**config.mk**
```make
export PLATFORM = sky130hd
export DESIGN_NAME = fifo_width_conv
export DESIGN_NICKNAME = d
export VERILOG_FILES = /design/src/rtl/fifo_pkg.sv /design/src/rtl/fifo_conv_ram.sv /design/src/rtl/fifo_width_conv.sv
export SDC_FILE = /design/constraint.sdc
export NUM_CORES = 1
export LEC_CHECK = 0
export ABC_AREA = 1
export BUFFER_PORTS_ARGS = -buffer_cell sky130_fd_sc_hd__buf_4
export CORE_MARGIN = 1.5
export CORE_UTILIZATION = 32
export DETAILED_ROUTE_END_ITERATION = 10
export SLEW_MARGIN = 20
export SYNTH_ARGS = -nofsm -noshare
export SYNTH_HDL_FRONTEND = slang
export SYNTH_SLANG_ARGS = --single-unit
```
**constraint.sdc**
```tcl
create_clock -name clk -period 2.9 [get_ports clk]
set_input_delay 0.435 -clock clk [delete_from_list [all_inputs] [get_ports clk]]
set_output_delay 0.435 -clock clk [all_outputs]
set_load 0.01 [all_outputs]
```
**src/rtl/fifo_pkg.sv**
```systemverilog
// ============================================================================
// Module   : fifo_pkg
// Purpose  : Shared constants and helpers for the width-converting FIFO.
// Revision : 1.0 - initial release
// ============================================================================
`default_nettype none

package fifo_pkg;

  // Output ordering modes for the slices of one wide input word
  localparam int MODE_LSB_FIRST = 0;
  localparam int MODE_MSB_FIRST = 1;

  // Ceiling log2, usable in constant expressions; clog2(1) = 0
  function automatic int clog2(input int value);
    int result;
    int v;
    result = 0;
    v      = value - 1;
    while (v > 0) begin
      result = result + 1;
      v      = v >> 1;
    end
    return result;
  endfunction

endpackage

`default_nettype wire

```
**src/rtl/fifo_conv_ram.sv**
```systemverilog
// ============================================================================
// Module   : fifo_conv_ram
// Purpose  : Storage for the width-converting FIFO. One write writes RATIO
//            consecutive output words; the read port returns one word.
// Revision : 1.0 - initial release
// ============================================================================
`default_nettype none

module fifo_conv_ram
  import fifo_pkg::*;
#(
  parameter int OUT_W = 8,
  parameter int RATIO = 2,
  parameter int DEPTH = 16
) (
  input  logic                       clk,
  input  logic                       wr_en_i,
  input  logic [clog2(DEPTH)-1:0]    wr_addr_i,
  input  logic [OUT_W*RATIO-1:0]     wr_data_i,
  input  logic [clog2(DEPTH)-1:0]    rd_addr_i,
  output logic [OUT_W-1:0]           rd_data_o
);

  localparam int AW = clog2(DEPTH);

  // Contents are deliberately left unreset; level tracking defines validity.
  logic [OUT_W-1:0] mem_q [DEPTH];

  // Write slice k of the wide word to address wr_addr + k (modulo DEPTH)
  always_ff @(posedge clk) begin
    if (wr_en_i) begin
      for (int k = 0; k < RATIO; k++) begin
        mem_q[wr_addr_i + AW'(k)] <= wr_data_i[k*OUT_W +: OUT_W];
      end
    end
  end

  // Read is address-driven so a freshly written head is visible right away
  assign rd_data_o = mem_q[rd_addr_i];

endmodule

`default_nettype wire

```
**src/rtl/fifo_width_conv.sv**
```systemverilog
// ============================================================================
// Module   : fifo_width_conv
// Purpose  : First-word-fall-through FIFO that accepts OUT_W*RATIO-bit words
//            and delivers them as RATIO consecutive OUT_W-bit words.
// Revision : 1.0 - initial release
// ============================================================================
`default_nettype none

module fifo_width_conv
  import fifo_pkg::*;
#(
  parameter int OUT_W     = 8,
  parameter int RATIO     = 2,
  parameter int DEPTH     = 16,
  parameter int MSB_FIRST = 1,
  parameter int AF_LEVEL  = DEPTH - RATIO
) (
  input  logic                     clk,
  input  logic                     rstn,
  input  logic                     flush,
  input  logic [OUT_W*RATIO-1:0]   data_in,
  input  logic                     input_valid,
  output logic                     input_enable,
  output logic [OUT_W-1:0]         data_out,
  output logic                     output_valid,
  input  logic                     output_enable,
  output logic [clog2(DEPTH):0]    level,
  output logic                     almost_full
);

  localparam int AW = clog2(DEPTH);
  localparam int LW = AW + 1;

  localparam logic [LW-1:0] DEPTH_L  = LW'(DEPTH);
  localparam logic [LW-1:0] RATIO_L  = LW'(RATIO);
  localparam logic [LW-1:0] AF_L     = LW'(AF_LEVEL);
  // When RATIO == DEPTH the step truncates to 0, which is a full lap.
  localparam logic [AW-1:0] PTR_STEP = AW'(RATIO);

  logic [AW-1:0]          wr_ptr_q, wr_ptr_d;
  logic [AW-1:0]          rd_ptr_q, rd_ptr_d;
  logic [LW-1:0]          level_q,  level_d;
  logic                   w_push;
  logic                   w_pop;
  logic [OUT_W*RATIO-1:0] w_wr_data;
  logic [OUT_W-1:0]       w_rd_data;

  // Status is derived from registered level only: no input-to-output path.
  assign input_enable = (DEPTH_L - level_q) >= RATIO_L;
  assign output_valid = (level_q != '0);
  assign almost_full  = (level_q >= AF_L);
  assign level        = level_q;
  assign data_out     = output_valid ? w_rd_data : '0;

  assign w_push = input_valid & input_enable;
  assign w_pop  = output_valid & output_enable;

  // Reorder the wide word so that slice 0 is the first word to be read out
  for (genvar k = 0; k < RATIO; k++) begin : g_slice
    if (MSB_FIRST == MODE_MSB_FIRST) begin : g_msb
      assign w_wr_data[k*OUT_W +: OUT_W] = data_in[(RATIO-1-k)*OUT_W +: OUT_W];
    end else begin : g_lsb
      assign w_wr_data[k*OUT_W +: OUT_W] = data_in[k*OUT_W +: OUT_W];
    end
  end

  fifo_conv_ram #(
    .OUT_W (OUT_W),
    .RATIO (RATIO),
    .DEPTH (DEPTH)
  ) u_ram (
    .clk       (clk),
    .wr_en_i   (w_push & ~flush),
    .wr_addr_i (wr_ptr_q),
    .wr_data_i (w_wr_data),
    .rd_addr_i (rd_ptr_q),
    .rd_data_o (w_rd_data)
  );

  // Next-state for pointers and level; flush overrides push and pop
  always_comb begin
    wr_ptr_d = wr_ptr_q;
    rd_ptr_d = rd_ptr_q;
    level_d  = level_q;
    if (flush) begin
      wr_ptr_d = '0;
      rd_ptr_d = '0;
      level_d  = '0;
    end else begin
      if (w_push) wr_ptr_d = wr_ptr_q + PTR_STEP;
      if (w_pop)  rd_ptr_d = rd_ptr_q + AW'(1);
      level_d = level_q + (w_push ? RATIO_L : '0) - (w_pop ? LW'(1) : '0);
    end
  end

  // State registers; reset empties the FIFO without waiting for a clock
  always_ff @(posedge clk or negedge rstn) begin
    if (!rstn) begin
      wr_ptr_q <= '0;
      rd_ptr_q <= '0;
      level_q  <= '0;
    end else begin
      wr_ptr_q <= wr_ptr_d;
      rd_ptr_q <= rd_ptr_d;
      level_q  <= level_d;
    end
  end

endmodule

`default_nettype wire
```
# [Yosys cells after proc, flatten, opt, wreduce, memory -nomap -nowiden]
# Memory sizes are Yosys's and may differ from the RTL's.
# Index checks and enable logic that the tools add are counted.
[word_totals] ff_bits=13 latch_bits=0 ramBits=128 rom_bits=0 elab_cells=29 mem_count=1
[mem_list] name="u_ram.mem_q" depth=16 word_bits=8 rd=1 rd_ports_with_merged_regs=0 wr=2 line_no="fifo_conv_ram.sv:27" text="logic [OUT_W-1:0] mem_q [DEPTH];"
[op_classes] addsub=6 mul=0 n_div=0 n_lt_le_gt_ge=2 eq_ne=0 shift=0 n_mux=10 bitwise=4 reduce_logical=3
[ops] op="$mux 4" n=4
[ops] op="$add 4x1->4 const B" n=2
[ops] op="$mux 8" n=1
[ops] op="$add 5x2->5" n=1
[ops] op="$ge 5x2->1 const B" n=1
[ops] op="$ge 5x4->1 const B" n=1
[ops] op="$mux 5" n=1
[ops] op="$reduce_bool 5->1" n=1
[ops] op="$sub 5x1->5" n=1
[ops] op="$sub 5x5->5 const A" n=1
[ops] op="$add 4x2->4 const B" n=1
[ops] op="$reduce_bool 2->1" n=2
[ops] op="$and 1x1->1" n=3
[ops] op="$mux 1" n=3
[ops] op="$mux 2" n=1
[ops] op="$not 1->1" n=1

# [Longest topological paths before layout]
# Gate-level depths: netlist of the first run.
[depth] ltp_word=7 depth_mapped=17 depth_no_buf=16

# [Hierarchy]
# A second synthesis of the first run with hierarchy kept.
[unflattened] cells_unflattened=983 area_unflattened_um2=8140.3
[modules_own_cells] mod="fifo_conv_ram" instances=1 cells_each=867 area_per_inst_um2=7205.7 seq_area_each_um2=3843.7
[modules_own_cells] mod="fifo_width_conv" instances=1 cells_each=116 area_per_inst_um2=934.6 seq_area_each_um2=300.3

# [Worst setup path after synthesis of the first run]
# OpenSTA, ideal clock, no wires.
[synth_timing] kind="reg-to-reg" from="register level_q[2] (netlist: level[2])" to="register level_q[3] (netlist: level[3])" setup_time_ps=123 arrival_ps=2730 t_required_ps=2777 slack_ps=47 stages_incl_launch_ff=17 n_path_buf=1 synth_period_minus_slack_ps=2853 cell_sequence="dfrtp_1 > inv_1 > ha_1 > nand2_1 > inv_1 > ha_1 > nand3b_1 > nor2_1 > nand3_1 > buf_6 > nand2_2 > ha_1 > inv_1 > ha_1 > fa_1 > o21ai_0 > a21oi_1"
[synth_between] elab_chain_len=7
[synth_rtl] item="start: declaration" line_no="fifo_width_conv.sv:42" text="logic [LW-1:0] level_q, level_d;"
[synth_rtl] item="start signal: assignment" line_no="fifo_width_conv.sv:105" text="level_q <= level_d;"
[synth_rtl] item="$sub 5x5->5" line_no="fifo_width_conv.sv:49" text="assign input_enable = (DEPTH_L - level_q) >= RATIO_L;"
[synth_rtl] item="$ge 5x2->1" line_no="fifo_width_conv.sv:49"
[synth_rtl] item="via input_enable" line_no="fifo_width_conv.sv:23" text="output logic input_enable,"
[synth_rtl] item="$and 1x1->1" line_no="fifo_width_conv.sv:55" text="assign w_push = input_valid & input_enable;"
[synth_rtl] item="$mux 2" line_no="fifo_width_conv.sv:92" text="level_d = level_q + (w_push ? RATIO_L : '0) - (w_pop ? LW'(1) : '0);"
[synth_rtl] item="$add 5x2->5" line_no="fifo_width_conv.sv:92"
[synth_rtl] item="$sub 5x1->5" line_no="fifo_width_conv.sv:92"
[synth_rtl] item="$mux 5" line_no="fifo_width_conv.sv:85" text="if (flush) begin"
[synth_rtl] item="via level_d[3]" line_no="fifo_width_conv.sv:42"
# The timed path passes the listed nets, and every way through them passes these cells.
# A chain may end at the register's enable or synchronous reset.

# [Worst setup path in the final report of the first run]
[layout_timing] from="register rd_ptr_q[1]" to="output port data_out[5]"
[layout_between] elab_chain_len=2
[layout_rtl] item="start: declaration" line_no="fifo_width_conv.sv:41" text="logic [AW-1:0] rd_ptr_q, rd_ptr_d;"
[layout_rtl] item="start signal: assignment" line_no="fifo_width_conv.sv:104" text="rd_ptr_q <= rd_ptr_d;"
[layout_rtl] item="$mem_v2 16x8"
[layout_rtl] item="$mux 8" line_no="fifo_width_conv.sv:53" text="assign data_out = output_valid ? w_rd_data : '0;"
[layout_rtl] item="end: declaration" line_no="fifo_width_conv.sv:24" text="output logic [OUT_W-1:0] data_out,"
# Every way passes these cells.

==> implementation parameters, run 1 <==
Parameter                              Value

STA
  Final critical-path setup slack ... 0.172 ns
  Normalized max-slew margin ... approximately two fifths
  Clock skew ... 0.00971 ns
  Achievable clock frequency ... 0.367 GHz
  Setup repair after global routing missed its margin ... false
  Final worst-path cycle share ... 94.1%
  Actual transition at the worst max-transition pin ... 0.870 ns
  Total count of hold-check failures in the final report ... 0
  Final Critical Period ... 2.73 ns
  Final Setup Violations ... 0
  Number of slew-limit violations in the final report ... 0
  Sum of negative setup slack ... 0 ns

Critical path
  Worst Path Class, Setup ... flop to primary output
  End of the worst register-to-register path ... level[3]$_DFF_PN0_
  Startpoint type of the worst setup path ... flop
  Longest individual stage delay on the worst path ... 0.56 ns
  CP cell instances ... inv_2 > nor2_1 > o21ai_1 > nand3_1 > nand3_1 > a21oi_1 > buf_4
  CP dominant cell by count ... sky130_fd_sc_hd__nand3_1
  Required time at the worst-slack endpoint ... 2.47 ns
  Biggest fanout along the worst timing path ... 22
  Worst flop-to-flop path startpoint ... level[0]$_DFF_PN0_
  Critical Path Slowest Stage Cell ... sky130_fd_sc_hd__dfrtp_1
  Reg2reg setup slack ... 0.27 ns
  Critical path data arrival time ... between 2 and 2.5 ns
  Critical path endpoint category ... primary output
  Logic depth of the worst register-to-register path ... 15

CTS
  Maximum count of clock buffers along a single path ... 2
  Root Buffer ... sky130_fd_sc_hd__clkbuf_16
  Maximum level of the CTS H-tree ... 4
  Number of clock sinks ... 140
  CTS clk-pin slew, worst paths ... 0.07 ns
  TritonCTS clock tree ... built
  Later-pin clock latency in the skew report ... around 0.43 ns
  Number of CTS-inserted buffers ... 17
  Number of post-CTS setup repair buffers ... 0

Synthesis
  Synth top area cells ... sky130_fd_sc_hd__edfxtp_1 (50%), sky130_fd_sc_hd__nand2_1 (13%), sky130_fd_sc_hd__nand4_1 (5.2%)
  Most area-hungry cell type in the Yosys netlist ... sky130_fd_sc_hd__edfxtp_1
  Synthesized instance count ... 879
  Synth Cell Area ... 7660 sq um
  Total of flip-flops plus latches after synthesis ... 140
  Fraction of the yosys area taken by sequential cells ... 54.1%
  Cell variety after synth ... 28
  Area share of the largest cell type after synthesis ... 50.2%
  Synth warnings ... 0
  Post-synthesis average cell area ... 8.71 sq um
  Synthesized Nets ... 914
  Top flip-flop cell by instance count after synthesis ... sky130_fd_sc_hd__edfxtp_1
  Proportion of synthesized flip-flops having asynchronous set or reset ... 8.57%
  Number of flops mapped to enable cells by yosys ... 128

Pwr
  Leakage power ... 3.56 nW
  Power density of the placed cells ... between 800 and 900 nW/um^2
  Highest ir drop seen on vdd ... 0.429 mV

Placement
  HPWL after DPL ... between 10000 and 15000 um
  Placer Congestion ... 0.830
  Number of input and output port buffers inserted ... 36
  DP Worst Slack ... 0.210 ns

Layout
  Area Overhead vs Synth ... 11.9%
  Layout cells sized above 1 ... 15.5%
  Antenna diodes ... 0
  Final net count ... roughly 860

Global route
  Largest net degree at the start of global routing ... 67
  Antenna violations before repair ... 0
  Number of global-route vias before repair ... roughly 5.3k
  Global-route wire length before repair ... 32400 um
  Global-route congestion overflow total ... 0
  Overall track demand over capacity in global routing ... between 10% and 20%

Worst hold path
  End of the worst hold path ... level[0]$_DFF_PN0_
  Hold Crit Class ... input port to flop
  Cells on Worst Hold Path ... 2
  Startpoint of the most critical hold path ... flush

Floorplan
  Die Y ... approximately 160 um
  Count of pins on the block boundary ... 37
  Die extent in x ... approximately 160 um
  Standard-cell row count ... between 50 and 60
  Starting density of the core ... 32.6%
  Core outline area ... 23500 sq um
  Area of the die ... around 25000 sq um

Run status
  Status ... finished, final reports clean

Detailed routing
  DRC violation total after the first TritonRoute iteration ... approximately 630
  Number of vias per cell ... 4.97
  Wire length per cell ... 18.3 um
  Aggregate routed wire length ... 21200 um
  Number of iterations in the first detailed-routing pass ... 5
  Post-detailed-route DRC marker count ... 0
  Number of nets with antenna violations after routing ... 0
  Number of vias after detailed routing ... 5761

Job
  Max Cap Viol ... 0
[per-stage QoR]
stage	power (mW)	hold WS (ns)	util [%]	instance area [sq um]	cells
2_1_floorplan	3.98	0.139	-	7660	879
3_3_place_gp	4.65	0.302	33.5	7870	1124
3_5_place_dp	4.67	0.305	33.5	7870	1124
4_1_cts	7.14	0.247	36.4	8550	1157
5_1_grt	7.50	0.267	36.5	8560	1158
6_report	7.15	0.266	36.5	8560	1158
[state kept, by name, indices dropped and copies added (netlist names)]
name	flops
rd_ptr_q	4
u_ram.mem_q	128
level	5
wr_ptr_q	3
[metal layers]
metal | GRT usage (%) | routed length (um) | vias to the layer above
met3 | 4.71 | 1650 | 20
met4 | 4.58 | 251 | 0
met2 | 26.9 | 9520 | 241
met1 | 24.8 | 9800 | 2718
met5 | 0 | 0 | -
li1 | - | - | 2782
[where the power goes]
group / internal, mW / total, mW / leakage [nW] / switching, mW
sequential: 2.35 / 2.43 / 1.31 / 0.0764
combinational: 0.745 / 2.23 / 1.93 / 1.49
clock: 1.61 / 2.50 / 0.318 / 0.881
[layout by cell type, fill, tap and decap left out]
cell                            synthesis  layout
sky130_fd_sc_hd__clkbuf_8               0       1
sky130_fd_sc_hd__inv_2                 23      23
sky130_fd_sc_hd__ha_1                  13      13
sky130_fd_sc_hd__edfxtp_1             128     128
sky130_fd_sc_hd__inv_1                 34      34
sky130_fd_sc_hd__clkinv_1               1       2
sky130_fd_sc_hd__buf_4                  6      49
sky130_fd_sc_hd__nand3b_1               1       1
sky130_fd_sc_hd__bufinv_16              0       6
sky130_fd_sc_hd__a211oi_1               1       1
sky130_fd_sc_hd__a21oi_1               14      14
sky130_fd_sc_hd__nor2_1                74      74
sky130_fd_sc_hd__nor3_2                 1       1
sky130_fd_sc_hd__o21ai_0                9       9
sky130_fd_sc_hd__nand4_4                8       8
sky130_fd_sc_hd__nand2_1              266     266
sky130_fd_sc_hd__dlygate4sd3_1          0       1
sky130_fd_sc_hd__o21ai_1               27      27
sky130_fd_sc_hd__nand4_1               64      64
sky130_fd_sc_hd__clkinvlp_4             0       3
sky130_fd_sc_hd__inv_6                  0       3
sky130_fd_sc_hd__nand2_2                1       1
sky130_fd_sc_hd__inv_4                  1       1
sky130_fd_sc_hd__nor2_2                11      12
sky130_fd_sc_hd__dfrtp_2                0       1
sky130_fd_sc_hd__dfrtp_1               12      11
sky130_fd_sc_hd__nor2_4                 1       1
sky130_fd_sc_hd__clkbuf_16              0      17
sky130_fd_sc_hd__xor2_1                 1       1
sky130_fd_sc_hd__clkinv_2               0       2
sky130_fd_sc_hd__fa_1                   1       1
sky130_fd_sc_hd__nand3_1               62      62
sky130_fd_sc_hd__buf_12                 0       1
[cell usage after synthesis (6+ instances only)]
cell                         n
sky130_fd_sc_hd__clkbuf_1   74
sky130_fd_sc_hd__buf_2      33
sky130_fd_sc_hd__buf_1       6
sky130_fd_sc_hd__buf_4       6
sky130_fd_sc_hd__a21oi_1    14
sky130_fd_sc_hd__inv_1      34
sky130_fd_sc_hd__inv_2      23
sky130_fd_sc_hd__o21ai_0     9
sky130_fd_sc_hd__nor2_1     74
sky130_fd_sc_hd__nor2_2     11
sky130_fd_sc_hd__o21ai_1    27
sky130_fd_sc_hd__nand4_1    64
sky130_fd_sc_hd__nand3_1    62
sky130_fd_sc_hd__nand4_4     8
sky130_fd_sc_hd__ha_1       13
sky130_fd_sc_hd__nand2_1   266
sky130_fd_sc_hd__buf_6       6
sky130_fd_sc_hd__dfrtp_1    12
sky130_fd_sc_hd__edfxtp_1  128
[worst max-delay path: cells and delay by family, from the launching register on]
family | cells | cell delay [ns]
buffers and inverters | 2 | 0.45
AOI/OAI and AO/OA | 2 | 0.39
and+or+nand+nor | 3 | 0.47
DFF | 1 | 0.56
[cell type report]
class                      instances  area (sq um)
timing repair buffer              52           412
fill                            2366         14900
inverter                          59           224
multi-input combinational        556          2720
tap                              319           399
clock buffer                      17           425
sequential                       140          4150
clock inverter                    15           243
[repair_timing]
item,CTS,global route
endpoints found under the setup margin,0,35
resized for setup,0,2
hold endpoints to repair,12,0
hold buffers,1,0
[worst max path at each step]
stage                       startpoint  cells after the start                           to  slack (ns)
2_1_floorplan       level[2]$_DFF_PN0_                     16           level[3]$_DFF_PN0_        0.05
5_1_grt        rd_ptr_q[0]$_DFFE_PN0P_                      9                  data_out[7]        0.02
4_1_cts        rd_ptr_q[0]$_DFFE_PN0P_                      8                  data_out[5]        0.05
6_report       rd_ptr_q[1]$_DFFE_PN0P_                      7                  data_out[5]        0.17
3_5_place_dp        level[0]$_DFF_PN0_                     13  u_ram.mem_q[3][2]$_DFFE_PP_        0.21
3_3_place_gp        level[0]$_DFF_PN0_                     13  u_ram.mem_q[3][2]$_DFFE_PP_        0.30
[kinds of logic (layout without fill, tap and decap cells)]
| kind of cell | count (synthesis) | count (layout) | share of synthesized area [%] |
|---|---|---|---|
| flops | 140 | 140 | 54.1 |
| xor+xnor | 1 | 1 | 0.114 |
| buf+inv | 184 | 143 | 10.5 |
| fa+ha+maj | 14 | 14 | 2.39 |
| compound gates | 51 | 51 | 3.37 |
| simple gates | 489 | 490 | 29.5 |
(Power assumes the default switching activity.)
==> run 2: changes to the inputs <==
GPL_TIMING_DRIVEN = 0   (was default)
==> implementation parameters, run 2 (synthesized netlist as in run 1, its figures left out) <==
Parameter                              Value

Placement
  HPWL after DPL ... 17600 um (+27%)
  DP Cell Count ... 1216 (+8.2%)
  Number of input and output port buffers inserted ... 18 (-50%)
  Placer Congestion ... 0.893 (+7.6%)

Detailed routing
  Number of iterations in the first detailed-routing pass ... 8 (+3)
  Detailed route wirelength on metal3 ... 2300 um (+39%)
  DRC violation total after the first TritonRoute iteration ... 914 (+44%)
  Metal1 wirelength ... 10700 um (+9.6%)
  Wire length per cell ... 19.5 um (+6.6%)
  WL met2 ... 10500 um (+11%)
  Number of vias after detailed routing ... 6440 (+12%)
  Highest signal layer in the routed design ... met4
  Aggregate routed wire length ... 24500 um (+15%)
  Post-detailed-route DRC marker count ... 0 (unchanged)
  Number of nets with antenna violations after routing ... 0 (unchanged)
  Number of vias per cell ... 5.13 (+3.1%)

CTS
  Number of clock sinks ... 140 (unchanged)
  TritonCTS clock tree ... built
  Number of CTS-inserted buffers ... 17 (unchanged)
  Root Buffer ... sky130_fd_sc_hd__clkbuf_16
  CTS clk-pin slew, worst paths ... 0.06 ns (about the same)
  Maximum level of the CTS H-tree ... 4 (unchanged)
  Later-pin clock latency in the skew report ... 0.43 ns (about the same)
  Maximum count of clock buffers along a single path ... 2 (unchanged)

Global route
  Largest net degree at the start of global routing ... 17 (-75%)
  Antenna violations before repair ... 0 (unchanged)
  Overall track demand over capacity in global routing ... 20.7% (+3.0 points)
  Global-route wire length before repair ... 37000 um (+14%)
  Global-route congestion overflow total ... 0 (unchanged)
  Number of global-route vias before repair ... 6049 (+14%)

Floorplan
  Count of pins on the block boundary ... 37 (unchanged)
  Die Y ... 158 um (unchanged)
  Core outline area ... 23500 sq um (unchanged)
  Standard-cell row count ... 56 (unchanged)
  Starting density of the core ... 32.6% (unchanged)
  Die extent in x ... 158 um (unchanged)
  Area of the die ... 24900 sq um (unchanged)

Critical path
  Critical path data arrival time ... 2.36 ns (+0.07 ns)
  End of the worst register-to-register path ... level[3]$_DFF_PN0_
  Logic depth of the worst register-to-register path ... 16 (+1)
  Reg2reg setup slack ... 0.24 ns (-0.03 ns)
  Timing startpoint of the critical path ... rd_ptr_q[0]$_DFFE_PN0P_
  End point of the critical path ... data_out[2]
  Required time at the worst-slack endpoint ... 2.47 ns (about the same)
  Biggest fanout along the worst timing path ... 10 (-55%)
  Startpoint type of the worst setup path ... flop
  Critical path endpoint category ... primary output
  Worst Path Class, Setup ... flop to primary output
  Worst flop-to-flop path startpoint ... level[0]$_DFF_PN0_

Layout
  Layout cells sized above 1 ... 16.1% (+0.64 points)
  Most common cell after layout, fill and taps aside ... sky130_fd_sc_hd__nand2_1
  Antenna diodes ... 0 (unchanged)
  Area Overhead vs Synth ... 15.9%
  Count of non-filler cells in the finished layout ... 1255 (+8.4%)
  Commonest cells after routing, fill and taps aside ... sky130_fd_sc_hd__nand2_1 (266), sky130_fd_sc_hd__edfxtp_1 (128), sky130_fd_sc_hd__clkbuf_1 (75)
  Number of flip-flops under the largest register name ... 128 (unchanged)
  Final net count ... 958 (+11%)
  Register ranked first by flip-flop count ... u_ram.mem_q
  Number of fill cells ... 2380 (+0.59%)

Pwr
  Internal portion of total power ... 4.57 mW (-3.0%)
  Leakage power ... 3.68 nW (+3.3%)
  Net switching power ... 2.54 mW (+3.7%)
  Portion of total power attributed to sequential cells ... 34.1% (+0.2 points)
  Power density of the placed cells ... 800 nW/um^2 (-4.1%)
  Highest ir drop seen on vdd ... 0.496 mV (+16%)
  Power share of the combinational group ... 34.0% (+2.8 points)
  Clock network fraction of design power ... 31.8% (-3.1 points)
  Switching share of power ... 35.7% (+1.5 points)

STA
  Total count of hold-check failures in the final report ... 0 (unchanged)
  Setup repair after global routing missed its margin ... false
  Number of slew-limit violations in the final report ... 0 (unchanged)
  Sum of negative setup slack ... 0 ns (unchanged)
  Final Critical Period ... 2.80 ns (+0.0709 ns)
  Final Setup Violations ... 0 (unchanged)
  Final worst-path cycle share ... 96.5% (+2.4 points)
  Actual transition at the worst max-transition pin ... 0.996 ns (+0.126 ns)
  Achievable clock frequency ... 0.357 GHz (-2.5%)
  Normalized max-slew margin ... 33.6% (-8.3 points)
  Clock skew ... 0.00833 ns (-0.00138 ns)

Job
  Max Cap Viol ... 0 (unchanged)

Worst hold path
  Hold Crit Class ... input port to flop

Run status
  Status ... finished, final reports clean
[run 2: cell count changes in the layout (fill, tap and decap cells not counted), moves of 3 or more]
cell / change
sky130_fd_sc_hd__buf_2: +32
sky130_fd_sc_hd__buf_1: +6
sky130_fd_sc_hd__buf_6: +5
sky130_fd_sc_hd__bufinv_16: -3
sky130_fd_sc_hd__buf_4: -19
sky130_fd_sc_hd__clkbuf_1: +75
[run 2: power by group through the flow]
stage / Clock (mW) / Sequential, mW / Combinational (mW)
global route: 2.35 / 2.43 / 2.68
finish: 2.26 / 2.43 / 2.42
global placement: 0 / 2.48 / 2.25
CTS: 2.27 / 2.43 / 2.33
floorplan: 0 / 2.46 / 1.52
detailed placement: 0 / 2.48 / 2.27
[run 2: metal layers]
layer  vias to the layer above  GRT usage [%]
met5                         -              0
met4                         0           9.79
met3                        64           4.71
met2                       377           30.9
met1                      3026           28.4
li1                       2973              -
[run 2: metrics by stage]
step	utilization [%]	power, mW	worst slack (ns)	area (sq um)	hold slack (ns)
floorplan	-	3.98	0.0468	7660	0.139
finish	37.8	7.10	0.101	8870	0.166
global route	37.8	7.46	0.0228	8870	0.155
CTS	37.6	7.02	0.00576	8820	0.161
global placement	34.9	4.73	-0.154	8190	0.308
detailed placement	34.9	4.75	-0.146	8190	0.303
[run 2: timing repair]
item | 4_1_cts | 5_1_grt
hold buffers | 1 | 0
endpoints found under the setup margin | 2 | 5
endpoints found under the hold margin | 12 | 0
gates resized for setup | 4 | 7
buffers inserted | 2 | 4
[run 2: worst min-delay path by stage]
stage	end	slack (ns)	start	depth (start not counted)
2_1_floorplan	level[0]$_DFF_PN0_	0.14	rstn	0
3_3_place_gp	level[1]$_DFF_PN0_	0.31	rstn	1
3_5_place_dp	level[0]$_DFF_PN0_	0.30	rstn	1
5_1_grt	u_ram.mem_q[8][2]$_DFFE_PP_	0.15	data_in[10]	1
4_1_cts	u_ram.mem_q[10][3]$_DFFE_PP_	0.16	data_in[11]	1
6_report	u_ram.mem_q[2][0]$_DFFE_PP_	0.17	data_in[8]	1
[run 2: cell type report]
| class | instances | area [sq um] | share of cell area (%) |
|---|---|---|---|
| Buffer | 125 | 589 | 6.64 |
| Timing Repair Buffer | 25 | 190 | 2.14 |
| Sequential cell | 140 | 4150 | 46.7 |
| Tap cell | 319 | 399 | 4.50 |
| Clock buffer | 18 | 429 | 4.84 |
| Inverter | 59 | 224 | 2.52 |
| Clock inverter | 14 | 169 | 1.90 |
| Multi-Input combinational cell | 555 | 2730 | 30.7 |
[run 2: worst max-delay path: stages (launching register included)]
cell	delay (ns)
sky130_fd_sc_hd__dfrtp_1	0.43
sky130_fd_sc_hd__inv_2	0.07
sky130_fd_sc_hd__buf_2	0.25
sky130_fd_sc_hd__clkbuf_4	0.29
sky130_fd_sc_hd__nand2_1	0.08
sky130_fd_sc_hd__nand2_1	0.11
sky130_fd_sc_hd__nand2_1	0.06
sky130_fd_sc_hd__nand3_1	0.09
sky130_fd_sc_hd__nand3_1	0.07
sky130_fd_sc_hd__a21oi_1	0.28
sky130_fd_sc_hd__buf_4	0.18
==> run 3: changes to the inputs <==
ABC_AREA = default   (was 1)
CELL_PAD_IN_SITES_DETAIL_PLACEMENT = 1   (was default)
CELL_PAD_IN_SITES_GLOBAL_PLACEMENT = 2   (was default)
PLACE_DENSITY_LB_ADDON = 0.1   (was default)
==> implementation parameters, run 3 <==
Parameter                              Value

Detailed routing
  Post-detailed-route DRC marker count ... 0 (unchanged)
  Number of nets with antenna violations after routing ... 0 (unchanged)
  Number of vias after detailed routing ... 4135 (-36%)
  Number of vias per cell ... 4.94 (-3.7%)
  Number of iterations in the first detailed-routing pass ... 4 (-4)
  DRC violation total after the first TritonRoute iteration ... 244 (-73%)
  Aggregate routed wire length ... 19200 um (-22%)
  Wire length per cell ... 22.9 um (+17%)

Pwr
  Leakage power ... 2.94 nW (-20%)
  Highest ir drop seen on vdd ... 0.399 mV (-19%)
  Power density of the placed cells ... 877 nW/um^2 (+9.6%)
  Overall Power ... 7.72 mW (+8.7%)

CTS
  CTS clk-pin slew, worst paths ... 0.06 ns (about the same)
  Maximum count of clock buffers along a single path ... 2 (unchanged)
  TritonCTS clock tree ... built
  Later-pin clock latency in the skew report ... 0.42 ns (about the same)
  Root Buffer ... sky130_fd_sc_hd__clkbuf_16
  Number of CTS-inserted buffers ... 17 (unchanged)
  Maximum level of the CTS H-tree ... 4 (unchanged)
  Number of clock sinks ... 140 (unchanged)

Layout
  Final net count ... 584 (-39%)
  Footprint of the flip-flops and latches ... 4150 sq um (+0.12%)
  Register ranked first by flip-flop count ... u_ram.mem_q
  Commonest cells after routing, fill and taps aside ... sky130_fd_sc_hd__edfxtp_1 (128), sky130_fd_sc_hd__clkbuf_1 (77), sky130_fd_sc_hd__buf_4 (70)
  Layout cells sized above 1 ... 46.4% (+30 points)
  Total area of multi-input combinational cells ... 2560 sq um (-6.0%)
  Area Overhead vs Synth ... 26.8%
  Number of fill cells ... 2136 (-10%)
  Number of flip-flops under the largest register name ... 128 (unchanged)
  Most common cell after layout, fill and taps aside ... sky130_fd_sc_hd__edfxtp_1
  Antenna diodes ... 0 (unchanged)

Placement
  HPWL after DPL ... 11900 um (-32%)
  Placer Congestion ... 0.693 (-22%)
  Number of input and output port buffers inserted ... 28 (+10)
  DP Worst Slack ... -0.527 ns (-0.381 ns)

STA
  Sum of negative setup slack ... 0 ns (unchanged)
  Actual transition at the worst max-transition pin ... 0.874 ns (-0.122 ns)
  Setup repair after global routing missed its margin ... true
  Final worst-path cycle share ... 98.2% (+1.7 points)
  Achievable clock frequency ... 0.351 GHz (-1.7%)
  Clock skew ... 0.00657 ns (-0.00176 ns)
  Final critical-path setup slack ... 0.0514 ns (-0.0496 ns)
  Number of slew-limit violations in the final report ... 0 (unchanged)
  Final Setup Violations ... 0 (unchanged)
  Final Critical Period ... 2.85 ns (+0.0496 ns)
  Total count of hold-check failures in the final report ... 0 (unchanged)
  Normalized max-slew margin ... 41.8% (+8.2 points)

Synthesis
  Top flip-flop cell by instance count after synthesis ... sky130_fd_sc_hd__edfxtp_1
  Total of flip-flops plus latches after synthesis ... 140 (unchanged)
  Synth warnings ... 0 (unchanged)
  Synth Cell Area ... 6940 sq um (-9.3%)
  Proportion of synthesized flip-flops having asynchronous set or reset ... 8.57% (unchanged)
  Most area-hungry cell type in the Yosys netlist ... sky130_fd_sc_hd__edfxtp_1
  Area share of the largest cell type after synthesis ... 55.4% (+5.2 points)
  Synthesized instance count ... 452 (-49%)
  Synthesized Nets ... 487 (-47%)
  Fraction of the yosys area taken by sequential cells ... 59.7% (+5.6 points)
  Most numerous cell types in the synthesized netlist ... sky130_fd_sc_hd__edfxtp_1 (128), sky130_fd_sc_hd__clkbuf_1 (82), sky130_fd_sc_hd__mux2_2 (65)
  Cell variety after synth ... 44 (+57%)
  Number of flops mapped to enable cells by yosys ... 128 (unchanged)
  Most instantiated library cell after synthesis ... sky130_fd_sc_hd__edfxtp_1
  Post-synthesis average cell area ... 15.4 sq um (+76%)
  Synth top area cells ... sky130_fd_sc_hd__edfxtp_1 (55%), sky130_fd_sc_hd__mux2_2 (11%), sky130_fd_sc_hd__mux4_2 (10%)

Worst hold path
  Hold Crit Class ... input port to flop
  Startpoint of the most critical hold path ... data_in[13]
  Cells on Worst Hold Path ... 1 (unchanged)
  End of the worst hold path ... u_ram.mem_q[2][5]$_DFFE_PP_

Critical path
  End of the worst register-to-register path ... level[2]$_DFF_PN0_
  CP dominant cell by count ... sky130_fd_sc_hd__ha_1
  Biggest fanout along the worst timing path ... 3 (-7)
  Longest individual stage delay on the worst path ... 0.40 ns (-0.03 ns)
  Worst flop-to-flop path startpoint ... level[2]$_DFF_PN0_
  Reg2reg setup slack ... 0.05 ns (-0.19 ns)
  Logic depth of the worst register-to-register path ... 12 (-4)
  Critical path endpoint category ... flop
  Critical Path Slowest Stage Cell ... sky130_fd_sc_hd__or3b_4
  Startpoint type of the worst setup path ... flop
  Required time at the worst-slack endpoint ... 3.19 ns (+0.72 ns)
  CP cell instances ... inv_4 > ha_1 > and2_1 > ha_1 > or3b_4 > o2bb2ai_4 > nor2_2 > ha_2 > inv_2 > ha_4 > fa_1 > nor2b_1
  Critical path data arrival time ... 3.14 ns (+0.78 ns)
  Worst Path Class, Setup ... flop to flop

Global route
  Number of global-route vias before repair ... 4468 (-26%)
  Global-route congestion overflow total ... 0 (unchanged)
  Largest net degree at the start of global routing ... 17 (unchanged)
  Global-route wire length before repair ... 28100 um (-24%)
  Overall track demand over capacity in global routing ... 18.1% (-2.7 points)
  Antenna violations before repair ... 0 (unchanged)

Floorplan
  Die Y ... 150 um (-4.7%)
  Standard-cell row count ... 53 (-5.4%)
  Area of the die ... 22600 sq um (-9.2%)
  Die extent in x ... 150 um (-4.7%)
  Count of pins on the block boundary ... 37 (unchanged)
  Core outline area ... 21200 sq um (-9.9%)
  Starting density of the core ... 32.8% (+0.19 points)

Run status
  Status ... finished, final reports clean

Job
  Max Cap Viol ... 0 (unchanged)
[run 3: cell count changes after synthesis, sizes merged, moves of 33 or more]
cell,delta
nor2,-76
nand3,-60
o21ai,-33
mux2,+65
nand4,-71
buf,-40
inv,-49
nand2,-263
[run 3: final cells by class]
cell class / instances / share of cell area, %
clock inverter: 14 / 1.93
buffer: 90 / 4.41
clock buffer: 18 / 4.88
timing repair buffer: 81 / 8.17
sequential: 140 / 47.2
tap: 275 / 3.91
inverter: 9 / 0.412
multi-input combinational: 210 / 29.1
[run 3: worst max path at each step]
stage | start | endpoint
after global routing | level[2]$_DFF_PN0_ | level[2]$_DFF_PN0_
after global placement | level[1]$_DFF_PN0_ | u_ram.mem_q[15][1]$_DFFE_PP_
after floorplan | level[0]$_DFF_PN0_ | u_ram.mem_q[3][0]$_DFFE_PP_
final | level[2]$_DFF_PN0_ | level[2]$_DFF_PN0_
after CTS | level[2]$_DFF_PN0_ | level[2]$_DFF_PN0_
after detailed placement | level[1]$_DFF_PN0_ | u_ram.mem_q[13][1]$_DFFE_PP_
[run 3: per-layer routing]
layer | track usage [%] | wire [um]
met5 | 0 | 0
met4 | 5.39 | 233
met3 | 3.91 | 537
met2 | 30.6 | 9730
met1 | 23.1 | 8670
[run 3: kinds of logic (layout without fill, tap and decap cells)]
family	count (synthesis)	in the layout	share of synthesized area (%)
compound gates	37	37	4.49
xor+xnor	5	5	0.631
fa+ha+maj	14	14	2.63
buf+inv	102	212	5.86
flops	140	140	59.7
mux	114	114	23.4
simple gates	40	40	3.30
[run 3: power by group]
part / leakage (nW) / switching, mW / internal [mW]
Combinational: 1.34 / 1.55 / 1.38
Clock: 0.290 / 0.886 / 1.36
Sequential: 1.31 / 0.0838 / 2.46
[run 3: what timing repair did]
item                                    in CTS  in global routing
endpoints found under the hold margin       12                  0
pin swaps                                    8                 10
resized for setup                           17                 17
setup buffers                               25                 19
hold buffers                                 1                  0
endpoints found under the setup margin     154                 69
[run 3: critical path: cells and delay by family (launching register included)]
kind | cells | cell delay (ns)
compound gates | 1 | 0.16
buf+inv | 2 | 0.11
flops | 1 | 0.39
fa+ha+maj | 5 | 1.26
simple gates | 4 | 0.79
[run 3: per-stage QoR]
step / area [sq um] / utilization (%) / hold slack (ns) / cells
3_3_place_gp: 7540 / 35.7 / 0.300 / 755
2_1_floorplan: 6990 / - / 0.139 / 452
4_1_cts: 8550 / 40.4 / 0.152 / 818
6_report: 8800 / 41.6 / 0.174 / 837
5_1_grt: 8800 / 41.6 / 0.153 / 837
3_5_place_dp: 7680 / 36.3 / 0.299 / 763
